--- config.mk ---
export PLATFORM = sky130hd
export DESIGN_NAME = dct_block_serializer
export DESIGN_NICKNAME = d
export VERILOG_FILES = /design/src/rtl/dct_block_serializer.sv
export SDC_FILE = /design/constraint.sdc
export NUM_CORES = 1
export LEC_CHECK = 0
export CAP_MARGIN = 20
export CORE_AREA = 5 5 281 283
export DETAILED_ROUTE_END_ITERATION = 10
export DIE_AREA = 0 0 286 288
export HOLD_SLACK_MARGIN = 0.06
export PLACE_DENSITY_LB_ADDON = 0.1
export SYNTH_ARGS = -nofsm -noshare
export SYNTH_HDL_FRONTEND = slang
export SYNTH_SLANG_ARGS = --single-unit
--- constraint.sdc ---
create_clock -name clk -period 38.3 [get_ports clk]
set_input_delay 3.83 -clock clk [delete_from_list [all_inputs] [get_ports clk]]
set_output_delay 3.83 -clock clk [all_outputs]
set_load 0.03 [all_outputs]
--- src/rtl/dct_block_serializer.sv ---
// dct_block_serializer: captures an 8x8 coefficient block on load and streams it as eight valid/ready beats.
// Define DCT_SERIALIZER_TRANSPOSE_EN to emit beat k as element k of every column unit.
module dct_block_serializer #(
    parameter int SIZE = 10,
    parameter int DIM  = 8
) (
    input  logic                   clk,
    input  logic                   rst,
    input  logic                   load,
    input  logic signed [SIZE-1:0] data_in [DIM][DIM],
    output logic                   in_ready,
    output logic                   out_valid,
    input  logic                   out_ready,
    output logic signed [SIZE-1:0] data_out [DIM],
    output logic [2:0]             out_idx,
    output logic                   out_last,
    output logic                   block_done,
    output logic                   overflow
);
    typedef enum logic {IDLE, STREAM} state_t;
    state_t                 state_q;
    logic [2:0]             cnt_q;
    logic                   block_done_q, overflow_q;
    logic signed [SIZE-1:0] buf_q [DIM][DIM];
    logic                   fire, accept;
    assign fire     = (state_q == STREAM) && out_ready;
    assign in_ready = (state_q == IDLE) || (fire && cnt_q == 3'd7);
    assign accept   = load && in_ready;
    always_ff @(posedge clk) begin
        if (rst) begin
            state_q      <= IDLE;
            cnt_q        <= 3'd0;
            block_done_q <= 1'b0;
            overflow_q   <= 1'b0;
        end else begin
            block_done_q <= fire && cnt_q == 3'd7;
            if (load && !in_ready) overflow_q <= 1'b1;
            if (accept) begin
                cnt_q   <= 3'd0;
                state_q <= STREAM;
            end else if (fire) begin
                cnt_q <= cnt_q + 3'd1;
                if (cnt_q == 3'd7) state_q <= IDLE;
            end
        end
    end
    // Buffer needs no reset: it is only visible while out_valid is high.
    always_ff @(posedge clk) begin
        if (accept) buf_q <= data_in;
    end
    assign out_valid  = state_q == STREAM;
    assign out_idx    = cnt_q;
    assign out_last   = out_valid && cnt_q == 3'd7;
    assign block_done = block_done_q;
    assign overflow   = overflow_q;
    for (genvar j = 0; j < DIM; j++) begin : g_out
`ifdef DCT_SERIALIZER_TRANSPOSE_EN
        assign data_out[j] = out_valid ? buf_q[j][cnt_q] : '0;
`else
        assign data_out[j] = out_valid ? buf_q[cnt_q][j] : '0;
`endif
    end
endmodule

==> results of run 1 <==
## cells in the mapped netlist, drive strengths merged (2+ instances only)
master,instances,area (um^2)
edfxtp,640,19200
nor2,84,513
a211oi,80,996
mux2,80,901
mux2i,80,801
mux4,80,1800
o21ai,80,400
buf,54,447
clkbuf,18,71.3
dfxtp,6,120
a21oi,3,15.0
and2,3,18.8
nand2,3,11.3
ha,2,25.0
nand3,2,10.0
## metrics by stage
| step | setup WS [ns] | std cells | util, % | total power, mW | instance area (um^2) |
|---|---|---|---|---|---|
| 2_1_floorplan | 18.60 | 1221 | - | 0.933 | 25400 |
| 3_3_place_gp | 29.19 | 2886 | 44.0 | 1.00 | 33600 |
| 3_5_place_dp | 29.18 | 2886 | 44.0 | 1.01 | 33600 |
| 4_1_cts | 29.18 | 3020 | 47.1 | 1.70 | 36000 |
| 5_1_grt | 29.07 | 3045 | 47.2 | 1.74 | 36100 |
| 6_report | 29.16 | 3056 | 47.2 | 1.68 | 36100 |
## sequential cells by signal (all words and copies together) (netlist names)
signal,flops
buf_q,640
out_idx,3
block_done,1
out_valid,1
overflow,1
## cell type report
type / count / area [um^2]
well taps: 988 / 1240
multi-input cells: 502 / 5540
fillers: 6539 / 40400
inverters: 1 / 3.75
repair buffers: 750 / 7490
clock inverters: 36 / 405
flip-flops and latches: 646 / 19400
clock buffers: 98 / 1960
diodes: 35 / 87.6
## cells by family after synthesis
kind of cell	after synthesis
buffers and inverters	73
multiplexers	240
AO/OA/AOI/OAI	165
flip-flops	646
AND/OR/NAND/NOR	94
XOR/XNOR	1
adder cells (fa/ha/maj)	2
## worst paths after layout
kind | startpoint | to | slack, ns
hold / removal | overflow | overflow | 0.49
hold reg to reg | overflow | overflow | 0.49
setup / recovery | out_ready | in_ready | 29.16
setup reg to reg | out_idx[0] | buf_q[45] | 32.50
## worst reg2reg max path, stage by stage (launching register included)
cell      delay, ns
dfxtp_4        0.41
buf_4          0.72
ha_1           0.32
ha_1           0.16
a21boi_1       0.11
inv_1          0.11
and2_4         0.85
buf_4          0.98
buf_4          0.74
buf_4          0.97
## per-layer routing
layer / up-vias / wire length, um
met1: 7265 / 28100
li1: 6537 / -
met5: - / 318
met4: 48 / 2330
met3: 161 / 7080
met2: 506 / 42600
## report_power, final
group	total, mW	internal [mW]	switching [mW]
combinational	0.152	0.0884	0.0640
clock	0.693	0.406	0.287
sequential	0.836	0.825	0.0111
total	1.68	1.32	0.362
==> results.py, run 1 <==
metrics = {
    "worst_setup_path": {
        "path_delay_family": "buffers and inverters",
        "crit_fanout": 5,
        "path_cells": "clkdlybuf4s50_1 > a21boi_1 > inv_1 > clkdlybuf4s50_1",
        "path_class": "input pin to primary output",
        "crit_buf_inv": 3,
        "cpPeakStageDelay_ns": 0.61,
        "cp-start-kind": "input pin",
        "arrival_ns": 5.31,
        "critPathMostFrequentCell": "clkdlybuf4s50_1",
        "r2r_cells": 9,
        "slowest_stage": "clkdlybuf4s50_1",
        "cp.depth": 4,
        "required_ns": 34.47,
        "end_kind": "primary output",
    },
    "synthesis": {
        "synth-main-ff-cell": "edfxtp_1",
        "synth_seq_area_share_pct": 76.2,
        "synth_edf_count": 640,
        "synth_compound_area_share_pct": 5.62,
        "synth_top_family_by_area": "multiplexers",
        "synth.mux.area_fraction_pct": 13.8,
        "synth_xor_area_share_pct": 0.0345,
        "synthesis.nets": 1867,
        "syn_avg_cell_area_um2": 20.8,
        "ys_async_sr_fraction_pct": 0,
        "synth_cell_type_count": 29,
        "synth_fa_ha_area_share_pct": 0.0986,
        "synthSimpleGateAreaFrac_pct": 2.24,
        "yosys_warnings": 0,
        "synth_area_um2": 25400,
        "syn_inst": 1221,
        "ys_ff_latch": 646,
    },
    "power": {
        "ir_worst_vdd_uv": 30.9,
        "power_density_nw_per_um2": 46.6,
        "p_leak_nw": 11.6,
    },
    "global_route": {
        "use_met1_pct": 20.0,
        "grt.met2_usage_pct": 33.0,
        "grt_use_total_pct": 18.7,
        "grt_first_pass_wirelength_mm": 111,
        "grt_use_met3_pct": 7.77,
        "grt_busiest_layer": "met2",
        "antenna_found_initial": 62,
        "grt_pass1_vias": 15654,
        "grt_max_degree": 115,
        "gr-total-overflow": 0,
    },
    "finish": {
        "nNetsFinal": 2622,
        "post_route_cells_drive_above_1_share_pct": 20.4,
        "area.growth.synth_to_final_pct": 42.1,
        "final_common_cell": "clkdlybuf4s50_1",
        "final_cell_mix": "clkdlybuf4s50_1 (731), edfxtp_1 (640), mux2i_1 (80), mux4_2 (80)",
    },
    "die": {
        "coreArea_um2": 76400,
        "die_h_um": 288,
        "die-area_um2": 82400,
        "core.rowCount": 102,
        "pin_count": 732,
        "start_util_pct": 33.2,
        "dieWidth_um": 286,
    },
    "route": {
        "dr.pass1.iters": 5,
        "routed_wl_mm": 80.5,
        "vias_per_cell": 4.75,
        "wl_per_cell_um": 26.3,
        "drc_errors": 0,
        "drtAntennaViolNets": 0,
        "drt_iter0_drc": 823,
        "vias": 14517,
    },
    "place": {
        "io_buffers": 731,
        "dp_hpwl_mm": 57.5,
        "gp_congestion": 0.821,
    },
    "cts": {
        "cts_buffers": 75,
        "clockBufferDepth": 3,
        "cts_tree": "done",
        "clk_latency_ns": 0.61,
        "clk_pin_slew_ns": 0.06,
        "numClockSinks": 646,
        "post_cts.repair.setup_buffers": 0,
        "hold_buffers": 0,
        "cts-root-buf": "clkbuf_16",
        "htreeDepth": 3,
        "post_cts_resized": 0,
    },
    "sta": {
        "hold_slack_ns": 0.488,
        "fmax_ghz": 0.109,
        "rsz0062_at_grt": "false",
        "tightest_slew_ns": 1.11,
        "drv_slew": 0,
        "setup_tns_ns": 0,
        "fin_crit_ns": 9.14,
        "hold_viol": 0,
        "finalSetupViolCount": 0,
        "clock_skew_ns": 0.0253,
        "timing.final.crit_share_pct": 23.9,
        "maxSlewHeadroom_pct": 25.9,
    },
    "run": {
        "cap_violations": 0,
    },
    "run_status": {
        "outcome": "completed",
    },
    "worst_hold_path": {
        "min_path_cells": 2,
        "min_path_type": "register to register",
    },
}
(Power assumes the default switching activity.)
==> inputs of run 2 (changes only) <==
CORE_AREA = 5 5 280 282   (was 5 5 281 283)
DIE_AREA = 0 0 285 287   (was 0 0 286 288)
clock period = 7.55 ns   (was 38.3 ns; I/O delays follow)
==> run 2 against run 1 <==
Sequential share of layout area is 0.15 points higher. Clock skew is 0.0034 ns lower. Cell area decreased by 0.27%. Sequential cell count is the same. Combinational power rose to 5.2 times the previous value. Critical path type is now register to primary output.
==> results.py, run 2 (same netlist as run 1, synthesis figures left out) <==
metrics = {
    "die": {
        "die_h_um": 287,
        "start_util_pct": 33.7,
        "dieWidth_um": 285,
        "coreArea_um2": 75400,
        "pin_count": 732,
        "die-area_um2": 81800,
        "core.rowCount": 101,
    },
    "global_route": {
        "grt_first_pass_wirelength_mm": 114,
        "gr-total-overflow": 0,
        "grt.met2_usage_pct": 34.3,
        "antenna_found_initial": 37,
        "grt_max_degree": 176,
        "grt_use_total_pct": 19.4,
        "grt_pass1_vias": 15918,
        "use_met1_pct": 21.9,
        "grt_use_met3_pct": 6.64,
        "grt_busiest_layer": "met2",
    },
    "worst_setup_path": {
        "crit_fanout": 49,
        "arrival_ns": 3.91,
        "crit_buf_inv": 2,
        "required_ns": 6.80,
        "path_delay_family": "buffers and inverters",
        "path_cells": "and2_4 > buf_4 > a211oi_2 > clkdlybuf4s50_1",
        "end_kind": "primary output",
        "cp-start-kind": "register",
        "path_class": "register to primary output",
        "cpPeakStageDelay_ns": 0.94,
        "slowest_stage": "and2_4",
    },
    "route": {
        "wl_per_cell_um": 27.2,
        "drt_iter0_drc": 1109,
        "routed_wl_mm": 82.3,
        "drtAntennaViolNets": 0,
        "vias": 14482,
        "dr.pass1.iters": 7,
        "drc_errors": 0,
        "vias_per_cell": 4.78,
    },
    "finish": {
        "largest_reg_flops": 640,
        "area.growth.synth_to_final_pct": 41.7,
        "final_cell_mix": "clkdlybuf4s50_1 (731), edfxtp_1 (640), mux2i_1 (80), mux4_2 (80)",
        "multi_input_area_um2": 5540,
        "final_common_cell": "clkdlybuf4s50_1",
        "nNetsFinal": 2618,
        "seq_area_um2": 19400,
        "n_fill_cell": 6444,
        "regMostFlops": "buf_q",
        "stdcell_count": 3030,
        "post_route_cells_drive_above_1_share_pct": 20.1,
        "stdcell_area_um2": 36000,
    },
    "cts": {
        "clk_pin_slew_ns": 0.06,
        "numClockSinks": 646,
        "clk_latency_ns": 0.61,
        "hold_buffers": 0,
        "cts_buffers": 74,
        "clockBufferDepth": 3,
        "post_cts_resized": 0,
        "htreeDepth": 3,
        "cts-root-buf": "clkbuf_16",
        "post_cts.repair.setup_buffers": 0,
        "cts_tree": "done",
    },
    "run": {
        "cap_violations": 0,
    },
    "power": {
        "p_leak_nw": 11.5,
        "power_density_nw_per_um2": 236,
        "ir_worst_vdd_uv": 152,
    },
    "sta": {
        "tightest_slew_ns": 1.20,
        "fmax_ghz": 0.214,
        "maxSlewHeadroom_pct": 19.9,
        "hold_viol": 0,
        "drv_slew": 0,
        "setup_tns_ns": 0,
        "clock_skew_ns": 0.0219,
        "timing.final.ws_setup_ns": 2.89,
        "finalSetupViolCount": 0,
        "rsz0062_at_grt": "false",
        "timing.final.crit_share_pct": 61.8,
        "fin_crit_ns": 4.66,
    },
    "place": {
        "place_area_um2": 33600,
        "pre_cts_slack_ns": 3.02,
        "post-place-cells": 2874,
        "io_buffers": 731,
        "dp_hpwl_mm": 60.6,
        "gp_congestion": 0.839,
    },
    "worst_hold_path": {
        "min_path_type": "register to register",
    },
    "run_status": {
        "outcome": "completed",
    },
}
run 2: through the flow:
stage	hold slack [ns]	util, %	power [mW]
6_report	0.484	47.7	8.48
5_1_grt	0.514	47.7	8.80
4_1_cts	0.485	47.6	8.61
3_5_place_dp	0.470	44.6	5.11
3_3_place_gp	0.463	44.6	5.10
2_1_floorplan	0.618	-	4.63
run 2: tightest hold or removal path: cells and delay by family (launching register included):
kind            cells  cell delay (ns)
flops               1             0.33
simple gates        1             0.07
compound gates      1             0.04
run 2: worst paths after layout:
path / endpoint / cells after the start / start / slack (ns)
worst max-delay path: data_out[63] / 4 / out_idx[2] / 2.89
worst min-delay path: overflow / 2 / overflow / 0.48
worst max register to register: buf_q[566] / 6 / out_idx[2] / 3.18
worst min register to register: overflow / 2 / overflow / 0.48
run 2: layer usage:
metal,vias to the layer above,routed length [um]
met5,-,178
met4,28,2460
met3,147,6890
met2,579,42900
met1,7216,29900
li1,6512,-
run 2: where the power goes:
group,leakage [nW],internal [mW],switching [mW]
Combinational,4.25,0.449,0.334
Sequential,6.15,4.18,0.0580
Clock,1.12,2.03,1.43
run 2: layout make-up:
cell class | instances | share of cell area [%]
sequential | 646 | 53.8
clock buffer | 99 | 5.52
antenna | 24 | 0.167
clock inverter | 33 | 0.911
multi-input combinational | 502 | 15.4
timing repair buffer | 747 | 20.8
tap | 978 | 3.40
inverter | 1 | 0.0104
==> inputs of run 3 (changes only) <==
clock period = 3.75 ns   (was 7.55 ns; I/O delays follow)
==> run 3 against run 2 <==
Worst setup slack worse by 2.5 ns. Global-route usage is 0.54 points lower. Sequential share of layout area is 0.48 points lower. Critical endpoint is now data_out[64]. Sequential power is 100% higher. Cell area is 0.90% higher. Power is 98% higher. Combinational power is 100% higher. Wire length is 2.5% lower. Highest routed layer unchanged. Die area stayed put. Cell count is 1.1% higher. Count of clock-buffer cells in the layout is 2 lower. Register-to-register slack worse by 2.1 ns.
==> results.py, run 3 (same netlist as run 1, synthesis figures left out) <==
metrics = {
    "place": {
        "gp_congestion": 0.843,
        "io_buffers": 731,
        "dp_hpwl_mm": 58.9,
    },
    "worst_setup_path": {
        "crit_fanout": 27,
        "cp-startpoint": "out_idx[1]",
        "r2r-end": "buf_q[159]",
        "r2r-start": "out_idx[2]",
        "cpPeakStageDelay_ns": 0.72,
        "path_cells": "buf_4 > mux2_2 > o21ai_0 > a211oi_2 > clkdlybuf4s50_1",
        "arrival_ns": 2.98,
        "path_class": "register to primary output",
        "ff2ff_setup_slack_ns": 1.04,
        "slowest_stage": "clkdlybuf4s50_1",
        "end_kind": "primary output",
        "r2r_cells": 7,
        "required_ns": 3.38,
        "cp-start-kind": "register",
    },
    "power": {
        "seq_power_share_pct": 50.7,
        "total_power_mw": 16.8,
        "p_sw_share_pct": 21.8,
        "power_density_nw_per_um2": 463,
        "net-switching-power_mw": 3.66,
        "p_clk_share_pct": 39.8,
        "ir_worst_vdd_uv": 325,
        "p_leak_nw": 11.7,
        "internal_power_mw": 13.2,
        "power.share.combinational_pct": 9.5,
    },
    "die": {
        "start_util_pct": 33.7,
        "pin_count": 732,
        "core.rowCount": 101,
        "die_h_um": 287,
        "coreArea_um2": 75400,
        "die-area_um2": 81800,
        "dieWidth_um": 285,
    },
    "cts": {
        "cts-root-buf": "clkbuf_16",
        "cts_buffers": 74,
        "htreeDepth": 3,
        "hold_buffers": 0,
        "clockBufferDepth": 3,
        "numClockSinks": 646,
        "post_cts_resized": 0,
        "post_cts.repair.setup_buffers": 0,
        "clk_pin_slew_ns": 0.06,
        "clk_latency_ns": 0.61,
        "cts_tree": "done",
    },
    "sta": {
        "fin_crit_ns": 3.36,
        "timing.final.crit_share_pct": 89.6,
        "fmax_ghz": 0.298,
        "clock_skew_ns": 0.0243,
        "maxSlewHeadroom_pct": 36.8,
        "tightest_slew_ns": 0.948,
        "finalSetupViolCount": 0,
        "rsz0062_at_grt": "false",
        "setup_tns_ns": 0,
        "hold_viol": 0,
        "drv_slew": 0,
    },
    "finish": {
        "final_cell_mix": "clkdlybuf4s50_1 (731), edfxtp_1 (640), mux2i_1 (80), mux4_2 (80)",
        "final_common_cell": "clkdlybuf4s50_1",
        "nNetsFinal": 2642,
        "regMostFlops": "buf_q",
        "n_fill_cell": 6386,
        "area.growth.synth_to_final_pct": 43.0,
        "largest_reg_flops": 640,
        "post_route_cells_drive_above_1_share_pct": 20.9,
    },
    "run_status": {
        "outcome": "completed",
    },
    "route": {
        "drt_iter0_drc": 943,
        "dr.pass1.iters": 4,
        "wl_per_cell_um": 26.2,
        "vias_per_cell": 4.72,
        "drtAntennaViolNets": 0,
        "vias": 14460,
        "drc_errors": 0,
        "routed_wl_mm": 80.2,
    },
    "worst_hold_path": {
        "min_path_type": "input pin to register",
        "worstHoldEndpoint": "buf_q[322]",
        "min_path_cells": 1,
        "hp-start": "data_in[322]",
    },
    "global_route": {
        "gr-total-overflow": 0,
        "antenna_found_initial": 48,
        "grt_max_degree": 111,
        "grt_first_pass_wirelength_mm": 112,
        "grt_pass1_vias": 15896,
        "grt_use_total_pct": 18.9,
    },
    "run": {
        "cap_violations": 0,
    },
}
==> run 3: cell type report <==
type / instances / area (um^2) / area share (%)
sequential: 646 / 19400 / 53.3
multi-input combinational: 502 / 5570 / 15.3
inverter: 1 / 3.75 / 0.0103
antenna: 30 / 75.1 / 0.207
clock inverter: 39 / 302 / 0.830
clock buffer: 97 / 1940 / 5.34
tap: 978 / 1220 / 3.37
timing repair buffer: 771 / 7840 / 21.6
==> run 3: per-stage QoR <==
| stage | instance area (um^2) | worst slack [ns] | cells | util [%] | hold WS, ns |
|---|---|---|---|---|---|
| after global placement | 34000 | 0.957 | 2898 | 45.1 | 0.460 |
| after floorplan | 25400 | -2.06 | 1221 | - | 0.447 |
| final | 36300 | 0.391 | 3064 | 48.1 | 0.313 |
| after detailed placement | 34000 | 0.942 | 2898 | 45.1 | 0.460 |
| after CTS | 36200 | 0.282 | 3034 | 48.0 | 0.248 |
| after global routing | 36300 | 0.202 | 3059 | 48.1 | 0.270 |
==> run 3: power groups by stage <==
stage               sequential (mW)  combinational (mW)  clock, mW
floorplan                      8.70               0.628          0
global route                   8.57                1.70       7.23
finish                         8.54                1.59       6.70
detailed placement             8.69                1.62          0
CTS                            8.55                1.62       6.93
global placement               8.68                1.60          0
==> run 3: worst max path at each step <==
stage	end	slack (ns)	cells past startpoint
final	data_out[64]	0.39	5
after global routing	data_out[55]	0.20	5
after CTS	data_out[70]	0.28	5
after detailed placement	buf_q[579]	0.94	7
after global placement	buf_q[589]	0.96	7
after floorplan	buf_q[0]	-2.06	5
==> run 3: worst max-delay path, delay by kind of cell, from the launching register on <==
kind | cells | cell delay (ns)
compound gates | 2 | 0.36
buf+inv | 2 | 1.20
flops | 1 | 0.56
mux | 1 | 0.23
==> run 3: layer usage <==
layer | global-route usage (%) | vias to the layer above | routed length [um]
met5 | 0 | - | 220
li1 | - | 6569 | -
met4 | 7.50 | 34 | 2580
met3 | 7.09 | 154 | 6570
met2 | 33.5 | 501 | 42100
met1 | 20.5 | 7202 | 28700
==> patch 1, RTL diff (flow settings as in run 3) <==
Reset style: asynchronous (`rst`), changed in one clocked block.
--- a/src/rtl/dct_block_serializer.sv
+++ b/src/rtl/dct_block_serializer.sv
@@ -27,5 +27,5 @@
     assign in_ready = (state_q == IDLE) || (fire && cnt_q == 3'd7);
     assign accept   = load && in_ready;
-    always_ff @(posedge clk) begin
+    always_ff @(posedge clk or posedge rst) begin
         if (rst) begin
             state_q      <= IDLE;
Function: not settled (the Yosys comparison gave no result); the edit may change what the design does.
==> patch 1 against run 3 <==
Via count grew 0.90%. Design area grew 0.96%. Synthesized area grew 0.88%. Register-to-register slack lost 260 ps. Setup slack lost 200 ps. Sequential cell count is the same. Routed wire length grew 0.10%. Clock skew shrank 5.0 ps. Critical endpoint is now data_out[74].
Power is not compared: it rests on default switching activity, and its combinational part moved more than twofold at a synthesized area within 25%.
==> patch 1: results (changes against run 3) <==
RePlAce Congestion=0.804 (-4.5%); R2R depth=7 (unchanged); hold buffers post-CTS=1 (+1); pre-CTS setup slack=744 ps (-198 ps); post-synth net total=1,861 (-0.32%); status=finished, final reports clean; synth top area cells=edfxtp_1, mux4_1, a221oi_2; critical-path maximum fanout=33 (+22%); syn avg cell area=21.1 um2 (+1.4%); hpwl dp=58.8 mm (-0.26%); # placed instances=2,890 (-0.28%); first-pass GRT wire length=113 mm (+0.95%); initial antenna violation count=38 (-21%); Largest register FFs=640 (unchanged); largest net degree at the start of global routing=103 (-7.2%); WHS Path Cells=1 (unchanged); CTS Buffer Depth=3 (unchanged); number of global-route vias before repair=16,200 (+1.7%); Hold Path Origin=data_in[197]; Layout Cells excl Fill=3,040 (-0.78%); register area share after synthesis=75.6% (-0.55 points); Worst Path Arrival=3180 ps (+200 ps); Worst R2R Start=out_idx[0]; Final Skew=19.4 ps (-4.99 ps); WL final=80.3 mm (+0.10%); Filler cells=6,334 (-0.81%); nets=2,635 (-0.26%); H-tree levels=3 (unchanged); layout cell share with drive strength beyond 1=15.4% (-5.4 points); Netlist cell types=28 (-3.4%); DR vias=14,600 (+0.90%); slew margin rel.=43.1% (+6.3 points); GRT Util Overall=18.9% (+0.031 points); R2R Setup Slk=780 ps (-260 ps); RR Endpoint=buf_q[630]; DRT iter0 DRCs=779 (-17%); Async SR Flop Fraction=0.929% (+0.93 points); CTS root buffer=clkbuf_16
## patch 1: kinds of logic after synthesis
logic type	after synthesis	share of synthesized area (%)
AOI/OAI and AO/OA	165	6.37
and+or+nand+nor	7	0.161
buffers and inverters	153	2.97
adders and majority gates	2	0.0977
muxes	242	14.8
DFF	646	75.6
## patch 1: metrics by stage
step | cell area (um2) | total power [mW] | hold WS (ps)
6_report | 36700 | 23.2 | 324
5_1_grt | 36600 | 24.2 | 288
4_1_cts | 36600 | 23.6 | 275
3_5_place_dp | 34200 | 16.4 | 472
3_3_place_gp | 34200 | 16.4 | 455
2_1_floorplan | 25700 | 13.5 | 166
## patch 1: worst max path at each step
stage | startpoint | end | slack, ps
floorplan | out_idx[1] | buf_q[0] | -6990
finish | out_idx[2] | data_out[74] | 190
global route | out_idx[2] | data_out[74] | 8
detailed placement | out_idx[0] | buf_q[470] | 740
CTS | out_idx[2] | data_out[74] | 100
global placement | out_idx[1] | data_out[66] | 670
## patch 1: area by class of cell
class                      count  area [um2]  area share (%)
sequential                   646       19400            52.9
timing repair buffer         769        7770            21.2
multi-input combinational    416        5540            15.1
clock buffer                  98        2010            5.47
tap                          978        1220            3.34
clock inverter                35         382            1.04
inverter                      82         308           0.840
antenna                       16        40.0           0.109
## patch 1: metal layers
layer / global-route usage [%] / routed length [um]
met5: 0 / 306
met4: 5.08 / 1600
met3: 6.76 / 6380
met2: 34.2 / 42700
met1: 21.3 / 29300
## patch 1: critical path, cell delays in order (launching register included)
cell,delay [ps]
dfrtp_4,570
buf_4,490
mux2_2,390
o21ai_0,390
a221oi_2,80
clkdlybuf4s50_1,630
## patch 1: power groups by stage
stage	logic, mW	registers, mW	clock network [mW]
3_3_place_gp	7.65	8.71	0
3_5_place_dp	7.67	8.73	0
2_1_floorplan	4.69	8.85	0
5_1_grt	7.98	8.61	7.59
4_1_cts	7.70	8.58	7.30
6_report	7.55	8.57	7.08
==> patch 2, RTL diff (flow settings as in run 3) <==
Made on the original files. Put one more register stage on the output `overflow`. The value now appears one clock later. The other outputs are not delayed to match.
--- a/src/rtl/dct_block_serializer.sv
+++ b/src/rtl/dct_block_serializer.sv
@@ -53,5 +53,7 @@
     assign out_last   = out_valid && cnt_q == 3'd7;
     assign block_done = block_done_q;
-    assign overflow   = overflow_q;
+    always_ff @(posedge clk) begin
+        overflow <= overflow_q;
+    end
     for (genvar j = 0; j < DIM; j++) begin : g_out
 `ifdef DCT_SERIALIZER_TRANSPOSE_EN
Check against the original RTL: not settled (the Yosys comparison gave no result); the edit may change what the design does.
==> patch 2 against run 3 <==
Design area is essentially flat. Die area is the same. Routed wire length is essentially flat. Sequential power is essentially flat. Sequential cell count grew 1. Fmax shrank 4.8%. Via count grew 0.50%. Setup slack lost 170 ps. Synthesized area is essentially flat. Power grew 0.37%. Critical path type unchanged.
==> patch 2: results (changes against run 3) <==
layout cell share with drive strength beyond 1=20.7% (-0.21 points); # clk buffers=95 (-2.1%); GR met3 Demand/Resource=6.51% (-0.58 points); RePlAce Congestion=0.839 (-0.40%); Final Skew=30.7 ps (+6.35 ps); hpwl dp=58.7 mm (-0.46%); Non-clock buffer share=21.4% (-0.18 points); multi-input combinational area share=15.4% (about the same); met3 WL=6.28 mm (-4.4%); Sw Share=21.9% (+0.10 points); Worst Path Arrival=3150 ps (+170 ps); CP startpoint=out_idx[0]; largest net degree at the start of global routing=166 (+50%); first-pass GRT wire length=112 mm (-0.19%); number of global-route vias before repair=16,000 (+0.94%); diode count=33 (+10%); drt wl/cell=26.2 um (about the same); RR Endpoint=buf_q[441]; capture point of the worst path=data_out[29]; DRT iter0 DRCs=836 (-11%); Leakage=11.6 nW (-0.26%); GRT Util Overall=18.8% (-0.073 points); Worst VDD drop=276 uV (-15%); Worst R2R Start=out_valid; sequential power share=50.6% (about the same); Plain + repair buffers=765 (-0.78%); post-synth net total=1,868 (+0.054%); R2R depth=5 (-2); Cell Int Power=13.2 mW (+0.24%); hold slack=310 ps (-2.27 ps); DR vias=14,500 (+0.50%); Clock Power Share=40.0% (+0.2 points); status=finished, final reports clean; initial antenna violation count=45 (-6.3%); Placed Area=0.0339 mm2 (-0.15%); critical-path maximum fanout=33 (+22%); met1 Use GR=21.1% (+0.55 points); nets=2,637 (-0.19%); met2 routed WL=42.1 mm (about the same); Hold EP=buf_q[223]
-- patch 2: changes by cell type in the layout (fill, tap and decap cells not counted), moves of 2 or more --
cell             run 3  this run
diode_2             30        33
buf_4               22        19
clkbuf_1            23        20
buf_12              18        16
clkinv_2             7         5
-- patch 2: logic make-up (layout without fill, tap and decap cells) --
| family | Yosys count | in the layout | synth area share [%] |
|---|---|---|---|
| muxes | 240 | 240 | 13.8 |
| other | 0 | 33 | 0 |
| buffers and inverters | 73 | 899 | 2.05 |
| and+or+nand+nor | 94 | 94 | 2.24 |
| xor gates and xnor gates | 1 | 1 | 0.0345 |
| DFF | 647 | 647 | 76.2 |
| adders and majority gates | 2 | 2 | 0.0985 |
| AOI/OAI and AO/OA | 165 | 165 | 5.61 |
-- patch 2: per-stage QoR --
stage          instances  setup slack, ps
6_report            3059              222
5_1_grt             3046             12.5
4_1_cts             3026             73.8
3_5_place_dp        2893              719
3_3_place_gp        2893              731
2_1_floorplan       1222            -2060
